File: src/rtl/draw_border_anim.sv
// draw_border_anim -- concentric VGA border bands with an optional bouncing
// crosshair and a blinking (colour-swapped) border, in the pixel clock domain.
//
// Ports:
//   clk      pixel clock
//   rst_n    asynchronous active-low reset
//   de       data enable (active video)
//   frame    one-cycle start-of-frame pulse, issued during blanking
//   sx, sy   current pixel coordinates
//   mode     requested mode (0 static, 1 bounce, 2 blink, 3 bounce+blink),
//            latched on frame
//   pause    freezes crosshair motion and blink counter
//   rgb      registered pixel colour {R,G,B}; 1-cycle latency from de/sx/sy
//   cross_x  crosshair centre x
//   cross_y  crosshair centre y
//
// Optional: define BORDER_GRID_EN to draw a grey 64-px grid in the interior.
module draw_border_anim #(
  parameter int H_RES         = 640,
  parameter int V_RES         = 480,
  parameter int CORDW         = 10,
  parameter int COLR_BITS     = 2,
  parameter int OUTLINE_WIDTH = 5,
  parameter int INNER_WIDTH   = 10,
  parameter int OUTER_WIDTH   = 20,
  parameter int LINE_PADDING  = 5,
  parameter int STEP          = 2,
  parameter int BLINK_FRAMES  = 30
) (
  input  logic                   clk,
  input  logic                   rst_n,
  input  logic                   de,
  input  logic                   frame,
  input  logic [CORDW-1:0]       sx,
  input  logic [CORDW-1:0]       sy,
  input  logic [1:0]             mode,
  input  logic                   pause,
  output logic [3*COLR_BITS-1:0] rgb,
  output logic [CORDW-1:0]       cross_x,
  output logic [CORDW-1:0]       cross_y
);

  localparam int CW = 3 * COLR_BITS;
  localparam int BW = (BLINK_FRAMES > 1) ? $clog2(BLINK_FRAMES) : 1;

  localparam logic [COLR_BITS-1:0] F = '1;
  localparam logic [COLR_BITS-1:0] Z = '0;
  localparam logic [CW-1:0] GREEN = {Z, F, Z};
  localparam logic [CW-1:0] RED   = {F, Z, Z};
  localparam logic [CW-1:0] WHITE = {F, F, F};
  localparam logic [CW-1:0] BLUE  = {Z, Z, F};

  localparam logic [CORDW-1:0] X_CTR = CORDW'(H_RES / 2 - 1);
  localparam logic [CORDW-1:0] Y_CTR = CORDW'(V_RES / 2 - 1);

  // Bounds and step held one bit wider than the coordinates so c+STEP
  // cannot wrap before the comparison.
  localparam logic [CORDW:0] XMIN = (CORDW+1)'(OUTER_WIDTH + LINE_PADDING);
  localparam logic [CORDW:0] XMAX = (CORDW+1)'(H_RES - OUTER_WIDTH - LINE_PADDING - 1);
  localparam logic [CORDW:0] YMIN = (CORDW+1)'(OUTER_WIDTH + LINE_PADDING);
  localparam logic [CORDW:0] YMAX = (CORDW+1)'(V_RES - OUTER_WIDTH - LINE_PADDING - 1);
  localparam logic [CORDW:0] STEPW = (CORDW+1)'(STEP);

  localparam logic [CORDW-1:0] X_LAST = CORDW'(H_RES - 1);
  localparam logic [CORDW-1:0] Y_LAST = CORDW'(V_RES - 1);
  localparam logic [CORDW-1:0] W_OUTL = CORDW'(OUTLINE_WIDTH);
  localparam logic [CORDW-1:0] W_INNR = CORDW'(INNER_WIDTH);
  localparam logic [CORDW-1:0] W_OUTR = CORDW'(OUTER_WIDTH);
  localparam logic [CORDW-1:0] W_PAD  = CORDW'(LINE_PADDING);

  logic [1:0]    mode_q;
  logic [BW-1:0] blink_cnt;
  logic          blink_ph;
  logic          dir_x;   // 1 = moving +
  logic          dir_y;

  // One bounce-axis step: returns {new_dir, new_coord}.
  function automatic logic [CORDW:0] step_axis(
    input logic [CORDW-1:0] c,
    input logic             dir,
    input logic [CORDW:0]   cmin,
    input logic [CORDW:0]   cmax
  );
    logic [CORDW:0] cw;
    cw = {1'b0, c};
    if (dir) begin
      if (cw + STEPW > cmax) step_axis = {1'b0, cmax[CORDW-1:0]};
      else                   step_axis = {1'b1, c + STEPW[CORDW-1:0]};
    end else begin
      if (cw < cmin + STEPW) step_axis = {1'b1, cmin[CORDW-1:0]};
      else                   step_axis = {1'b0, c - STEPW[CORDW-1:0]};
    end
  endfunction

  // Frame-rate state: mode latch, blink counter, crosshair motion.
  // All decisions use the pre-update mode_q.
  always_ff @(posedge clk or negedge rst_n) begin
    if (!rst_n) begin
      mode_q    <= '0;
      blink_cnt <= '0;
      blink_ph  <= 1'b0;
      cross_x   <= X_CTR;
      cross_y   <= Y_CTR;
      dir_x     <= 1'b1;
      dir_y     <= 1'b1;
    end else if (frame) begin
      mode_q <= mode;

      if (mode_q[1] && !pause) begin
        if (blink_cnt == BW'(BLINK_FRAMES - 1)) begin
          blink_cnt <= '0;
          blink_ph  <= ~blink_ph;
        end else begin
          blink_cnt <= blink_cnt + 1'b1;
        end
      end

      if (!mode_q[0]) begin
        cross_x <= X_CTR;
        cross_y <= Y_CTR;
        dir_x   <= 1'b1;
        dir_y   <= 1'b1;
      end else if (!pause) begin
        {dir_x, cross_x} <= step_axis(cross_x, dir_x, XMIN, XMAX);
        {dir_y, cross_y} <= step_axis(cross_y, dir_y, YMIN, YMAX);
      end
    end
  end

  // Pixel colour selection.
  logic [CORDW-1:0] d_x, d_y, d;
  logic [CORDW-1:0] ax, ay;
  logic             on_cross;
  logic             swap;
  logic [CW-1:0]    outline_c, outer_c, pix;

  always_comb begin
    d_x = (sx < X_LAST - sx) ? sx : X_LAST - sx;
    d_y = (sy < Y_LAST - sy) ? sy : Y_LAST - sy;
    d   = (d_x < d_y) ? d_x : d_y;

    ax = (sx >= cross_x) ? sx - cross_x : cross_x - sx;
    ay = (sy >= cross_y) ? sy - cross_y : cross_y - sy;
    on_cross = (ax < W_PAD) || (ay < W_PAD);

    swap      = mode_q[1] && blink_ph;
    outline_c = swap ? RED   : GREEN;
    outer_c   = swap ? GREEN : RED;

    if (!de)                pix = '0;
    else if (d < W_OUTL)    pix = outline_c;
    else if (d < W_INNR)    pix = WHITE;
    else if (d < W_OUTR)    pix = outer_c;
    else if (on_cross)      pix = WHITE;
`ifdef BORDER_GRID_EN
    else if (sx[5:0] == 6'd0 || sy[5:0] == 6'd0)
                            pix = {3{COLR_BITS'(1)}};
`endif
    else                    pix = BLUE;
  end

  always_ff @(posedge clk or negedge rst_n) begin
    if (!rst_n) rgb <= '0;
    else        rgb <= pix;
  end

endmodule
File: config.mk
export PLATFORM = sky130hd
export DESIGN_NAME = draw_border_anim
export DESIGN_NICKNAME = d
export VERILOG_FILES = /design/src/rtl/draw_border_anim.sv
export SDC_FILE = /design/constraint.sdc
export NUM_CORES = 1
export LEC_CHECK = 0
export ABC_AREA = 1
export BUFFER_PORTS_ARGS = -buffer_cell sky130_fd_sc_hd__buf_2
export CELL_PAD_IN_SITES_DETAIL_PLACEMENT = 1
export CELL_PAD_IN_SITES_GLOBAL_PLACEMENT = 2
export CORE_ASPECT_RATIO = 1.25
export CORE_MARGIN = 2
export CORE_UTILIZATION = 33
export DETAILED_ROUTE_END_ITERATION = 8
export HOLD_SLACK_MARGIN = 0.03
export MAX_ROUTING_LAYER = met4
export PLACE_DENSITY = 0.91
export SLEW_MARGIN = 30
export SYNTH_ARGS = -nofsm -noshare
export SYNTH_HDL_FRONTEND = slang
export SYNTH_SLANG_ARGS = --single-unit
export TNS_END_PERCENT = 20
File: constraint.sdc
create_clock -name clk -period 3.4 [get_ports clk]
set_input_delay 0.51 -clock clk [delete_from_list [all_inputs] [get_ports clk]]
set_output_delay 0.51 -clock clk [all_outputs]
set_load 0.03 [all_outputs]
==> results.toml, run 1 <==
[sta]
worst_slack_ns = 0.230
period_share_pct = 93.2
fmax_ghz = 0.315
hold_slack_ns = 0.325
hold_viol = 0
worst_pin_slew_ns = 0.838
setup_viol = 0
relSlewSlack_pct = 44.1
finalClockSkew_ns = 0.00567
slew_viol_final = 0
min_period_ns = 3.17

[power]
peakVddDrop_mv = 0.354
power_density_mw_per_mm2 = 776
pwr-share-comb_pct = 69.5
p_switching_mw = 2.49
seqPwrFrac_pct = 18.5
clockPowerShare_pct = 12.0
leakagePower_nw = 3.19
p_sw_share_pct = 54.9
total_power_mw = 4.55
intPower_mw = 2.05

[logic_synthesis]
ys_seq_area_share_pct = 16.8
ys_types = 46
synth-edff-count = 0
ys.flop_type = "dfrtp_1"
synth_top_area_share_pct = 16.7
syn-num-nets = 884
ys_top_cells_by_area = "nand2_1 (17%), ha_1 (15%), inv_1 (9.0%)"
syn-cell-area_mm2 = 0.00504
ys_ff_latch = 33
ys_warn_count = 0
synth_top_cell_by_area = "nand2_1"
synth.most_common_cell = "nand2_1"
syn_avg_cell_area_um2 = 6.35
postSynthCellCount = 793
synth_common_cells = "nand2_1 (224), inv_1 (121), ha_1 (60)"
async_flop_share_pct = 100

[clocking]
numCtsBuffers = 5
cts_buffer_depth = 2
path_clk_slew_ns = 0.06
cts_root_buf = "clkbuf_16"
htreeDepth = 2
clk_latency_ns = 0.28
tritoncts = "yes"
hold_buffers = 0
numClockSinks = 33

[placed_design]
dpl-instance-area_mm2 = 0.00557
dp_slack_ns = -0.0961
dp_hpwl_mm = 13.8
port_buffers = 52
place_congestion = 0.868

[run_status]
status = "finished clean"

[floorplan]
die_w_um = 115
core-area_mm2 = 0.0150
ioPinCount = 53
die-area_mm2 = 0.0163
die_h_um = 142
start_util_pct = 33.7
rows = 50

[critical_path]
worstReg2RegEnd = "rgb[3]$_DFF_PN0_"
worst_r2r_path_depth = 18
critPathCaptureType = "flop"
ff2ff_setup_slack_ns = 0.43
worstPathRequired_ns = 3.57
crit_path_start_kind = "primary input"
cp_max_fo = 8
r2r_start = "cross_y[3]$_DFFE_PN1P_"
crit_type = "in2reg"
arrival_ns = 3.34

[route]
routed_wl_mm = 16.6
drtAntennaViolNets = 0
via_per_inst = 5.12
drcViolationCount = 0
drt_iter0_markers = 193
vias = 5335
first_pass_iters = 4
wl_per_cell_um = 16.0

[final_layout]
finalNetCount = 950
final_cell_area_mm2 = 0.00586
nFillCells = 1984
drive_gt1_share_pct = 15.0
syn2layout_area_growth_pct = 16.3
n_antenna_cell = 0

[global_routing]
antenna_found_initial = 0
grt_max_degree = 34
grt_pass1_wl_mm = 27.6
grt_use_total_pct = 21.6
overflow = 0
grt_pass1_vias = 5527

[worst_hold_path]
hp-class = "in2async"

[job]
maxCapViolCount = 0
how the worst max path moves through the flow:
stage                     startpoint          endpoint  slack [ns]  depth (start not counted)
after detailed placement       sx[7]  rgb[4]$_DFF_PN0_        -0.1                         20
after CTS                      sx[7]  rgb[4]$_DFF_PN0_        0.14                         20
after global routing           sy[5]  rgb[4]$_DFF_PN0_       -0.04                         24
after global placement         sy[6]  rgb[4]$_DFF_PN0_        0.03                         22
after floorplan                sx[8]  rgb[4]$_DFF_PN0_        0.38                         21
final                          sx[7]  rgb[4]$_DFF_PN0_        0.23                         22
logic make-up (layout without fill, tap and decap cells):
group	Yosys count	in the layout	synth area share, %
buffers and inverters	137	204	10.6
xor gates and xnor gates	52	52	9.04
DFF	33	33	16.8
and+or+nand+nor	383	383	32.6
muxes	2	2	0.447
adders and majority gates	64	64	16.5
AOI/OAI and AO/OA	122	122	14.1
registers in the layout (all words and copies together), names as in the netlist:
| name | count |
|---|---|
| dir_y | 1 |
| cross_y | 10 |
| dir_x | 1 |
| cross_x | 10 |
| rgb | 3 |
| blink_ph | 1 |
| blink_cnt | 5 |
| mode_q | 2 |
placed cells by master (no fill, tap or decap), drive strengths merged, types with 2 or more instances in the layout:
master  Yosys  routed
a32oi       4       4
ha         60      60
or2         2       2
mux2        2       2
nand2     235     235
o211ai      2       2
clkbuf      7       7
o21ai      46      46
nand4      18      18
nor2       59      59
nor3       10      10
dfstp      16      16
a22oi       8       8
nand3      57      57
a21oi      43      43
inv       123     123
buf         6      71
a31oi       5       5
dfrtp      17      17
o22ai       2       2
xnor2       4       4
xor2       48      48
fa          4       4
a211oi      2       2
o21bai      4       4
power by group through the flow:
stage / logic (mW) / registers (mW) / clock network (mW)
2_1_floorplan: 2.17 / 0.934 / 0
3_3_place_gp: 3.08 / 0.846 / 0
3_5_place_dp: 3.12 / 0.844 / 0
4_1_cts: 3.15 / 0.842 / 0.554
5_1_grt: 3.60 / 0.876 / 0.573
6_report: 3.16 / 0.841 / 0.544
routing by layer:
layer  wire [um]  up-vias  global-route usage (%)
met5           0        -                       -
met4         280        0                    3.92
met3         262       23                    1.92
met2        8810       66                    40.0
met1        7290     2555                    25.4
li1            -     2691                       -
stage by stage:
step / std cells / TNS (ns) / util, %
after floorplan: 793 / 0 / -
after global placement: 1029 / 0 / 37.3
after detailed placement: 1029 / -0.219 / 37.3
after CTS: 1037 / 0 / 38.4
after global routing: 1042 / -0.0523 / 39.2
final: 1042 / 0 / 39.2
critical path, stage by stage:
cell and delay, ns:
buf_2 0.14, inv_1 0.10, ha_4 0.26, inv_1 0.05, nand2_1 0.05, nand4_1 0.10
nand2_2 0.12, buf_4 0.18, nand2_1 0.09, o21ai_0 0.14, ha_1 0.33, nand4_1 0.14
nor3_2 0.26, nand2_2 0.13, nand2_4 0.14, nand2_1 0.06, nand2_1 0.11, nand3_2 0.12
nand3_1 0.10, nand2_1 0.06, nor2_1 0.10, nor2_1 0.06
area by class of cell:
| type | count | area [um2] | share of cell area, % |
|---|---|---|---|
| well taps | 182 | 228 | 3.89 |
| clock buffers | 6 | 139 | 2.37 |
| multi-input cells | 623 | 3730 | 63.7 |
| repair buffers | 72 | 413 | 7.05 |
| inverters | 124 | 465 | 7.95 |
| clock inverters | 2 | 37.5 | 0.641 |
| flip-flops and latches | 33 | 846 | 14.4 |
what timing repair did:
| action | 4_1_cts | 5_1_grt |
|---|---|---|
| endpoints found under the hold margin | 0 | 0 |
| setup buffers | 0 | 5 |
| setup endpoints to repair | 0 | 3 |
| resized for setup | 0 | 12 |
(Power assumes the default switching activity.)
==> run 2: changes to the inputs <==
--- a/config.mk
+++ b/config.mk
@@ -5,13 +5,12 @@
 export SDC_FILE = /design/constraint.sdc
 export NUM_CORES = 1
 export LEC_CHECK = 0
-export ABC_AREA = 1
 export BUFFER_PORTS_ARGS = -buffer_cell sky130_fd_sc_hd__buf_2
 export CELL_PAD_IN_SITES_DETAIL_PLACEMENT = 1
 export CELL_PAD_IN_SITES_GLOBAL_PLACEMENT = 2
 export CORE_ASPECT_RATIO = 1.25
 export CORE_MARGIN = 2
-export CORE_UTILIZATION = 33
+export CORE_UTILIZATION = 36
 export DETAILED_ROUTE_END_ITERATION = 8
 export HOLD_SLACK_MARGIN = 0.03
 export MAX_ROUTING_LAYER = met4
==> results.toml, run 2 <==
[clocking]
clk_latency_ns = 0.28
cts_buffer_depth = 2
cts_root_buf = "clkbuf_16"
path_clk_slew_ns = 0.06
htreeDepth = 2
numClockSinks = 33
numCtsBuffers = 5
tritoncts = "yes"

[logic_synthesis]
synth_top_cell_by_area = "ha_1"
syn-num-nets = 736
async_flop_share_pct = 100
synth_common_cells = "ha_1 (60), a21oi_1 (59), inv_1 (53)"
ys_seq_area_share_pct = 16.9
syn_avg_cell_area_um2 = 7.75
synth.most_common_cell = "ha_1"
ys_types = 77
syn-cell-area_mm2 = 0.00500
ys_ff_latch = 33
ys_top_cells_by_area = "ha_1 (15%), dfrtp_1 (8.5%), dfstp_2 (8.4%)"
synth-edff-count = 0
synth_top_area_share_pct = 15.0
postSynthCellCount = 645
ys.flop_type = "dfrtp_1"
ys_warn_count = 0

[route]
drcViolationCount = 0
vias = 5088
drtAntennaViolNets = 0
via_per_inst = 5.67
routed.top_layer = "met4"
wl_met2_mm = 8.64
wl_met3_um = 370
first_pass_iters = 4
drt_iter0_markers = 178
routed_wl_mm = 16.7
wl_met1_mm = 6.97
wl_per_cell_um = 18.6

[critical_path]
crit_path_start_kind = "primary input"
r2r_start = "cross_x[0]$_DFFE_PN1P_"
critPathCaptureType = "flop"
cp_max_fo = 4
arrival_ns = 3.46
ff2ff_setup_slack_ns = 0.21
crit_type = "in2reg"
worst_r2r_path_depth = 13
worstPathRequired_ns = 3.61
worstReg2RegEnd = "rgb[3]$_DFF_PN0_"

[floorplan]
start_util_pct = 36.5
ioPinCount = 53
die-area_mm2 = 0.0149
core-area_mm2 = 0.0137
rows = 48
die_w_um = 109
die_h_um = 136

[global_routing]
antenna_found_initial = 0
grt_pass1_vias = 5498
grt_max_degree = 34
overflow = 0
grt_pass1_wl_mm = 27.5
grt_use_total_pct = 24.1

[placed_design]
dp_hpwl_mm = 13.7
place_congestion = 0.908
port_buffers = 52

[final_layout]
finalNetCount = 813
layout_commonest_cell = "ha_1"
multi_input_area_mm2 = 0.00385
largest_registers = "cross_x: 10 flops, cross_y: 10 flops, blink_cnt: 5 flops"
post-route-util_pct = 43.3
drive_gt1_share_pct = 21.7
register_area_um2 = 846
n_antenna_cell = 0
nFillCells = 1720
syn2layout_area_growth_pct = 18.7
final_cell_mix = "ha_1 (59), a21oi_1 (54), inv_1 (53), nor2_1 (51)"

[power]
power_density_mw_per_mm2 = 664
total_power_mw = 3.94
peakVddDrop_mv = 0.400
leakagePower_nw = 2.75

[sta]
relSlewSlack_pct = 49.2
fmax_ghz = 0.308
hold_viol = 0
worst_pin_slew_ns = 0.763
period_share_pct = 95.5
min_period_ns = 3.25
finalClockSkew_ns = 0.00409
slew_viol_final = 0
hold_slack_ns = 0.297
setup_viol = 0

[run_status]
status = "finished clean"

[job]
maxCapViolCount = 0

[worst_hold_path]
hp-class = "in2async"
-- run 2: timing repair --
item | 4_1_cts | 5_1_grt
gates resized for setup | 0 | 17
endpoints found under the setup margin | 0 | 3
hold buffers | 0 | 0
setup buffers | 0 | 4
-- run 2: logic make-up (layout without fill, tap and decap cells) --
logic type	count (synthesis)	after routing	synth area share, %
multiplexers	20	20	4.05
adder cells (fa/ha/maj)	64	64	16.6
XOR/XNOR	43	43	7.53
AND/OR/NAND/NOR	189	189	19.2
AO/OA/AOI/OAI	212	212	28.0
buffers and inverters	84	162	7.66
flip-flops	33	33	16.9
-- run 2: worst max-delay path by stage --
stage	depth (start not counted)	from	to	slack, ns
CTS	16	sy[7]	rgb[3]$_DFF_PN0_	0.11
detailed placement	16	sy[7]	rgb[3]$_DFF_PN0_	-0.17
floorplan	17	sy[7]	rgb[3]$_DFF_PN0_	0.01
global placement	16	sy[7]	rgb[4]$_DFF_PN0_	-0.008
global route	16	sx[7]	rgb[3]$_DFF_PN0_	-0.01
finish	16	sy[7]	rgb[3]$_DFF_PN0_	0.15
-- run 2: layer usage --
layer	up-vias	track usage [%]
li1	2467	-
met1	2491	26.9
met2	92	42.9
met3	38	2.21
met4	0	10.5
met5	-	-
-- run 2: final cells by class --
| cell class | count | share of cell area [%] |
|---|---|---|
| Inverter | 54 | 3.42 |
| Timing Repair Buffer | 100 | 11.1 |
| Tap cell | 175 | 3.69 |
| Clock buffer | 7 | 2.57 |
| Clock inverter | 1 | 0.0844 |
| Sequential cell | 33 | 14.3 |
| Multi-Input combinational cell | 528 | 64.9 |
-- run 2: per-stage QoR --
stage	TNS (ns)	std cells	instance area, um2	worst slack [ns]
2_1_floorplan	0	645	5040	0.0135
3_3_place_gp	-0.0146	886	5670	-0.00811
3_5_place_dp	-0.444	886	5670	-0.173
4_1_cts	0	894	5830	0.113
5_1_grt	-0.0125	898	5930	-0.0125
6_report	0	898	5930	0.155
-- run 2: worst max-delay path, stage by stage --
cell,delay (ns)
buf_6,0.10
nand3_4,0.07
ha_4,0.25
or3_4,0.39
a21oi_4,0.20
o22ai_4,0.13
xnor2_2,0.17
ha_1,0.32
a21o_1,0.17
a21o_1,0.16
a21oi_2,0.14
o21ai_2,0.10
o211a_1,0.26
a22oi_2,0.22
mux2i_1,0.11
a21oi_1,0.13
-- run 2: power by group --
| part | switching [mW] | leakage, nW | total (mW) | internal (mW) |
|---|---|---|---|---|
| combinational | 1.61 | 2.28 | 2.66 | 1.05 |
| clock | 0.173 | 0.0799 | 0.483 | 0.310 |
| sequential | 0.241 | 0.389 | 0.795 | 0.554 |
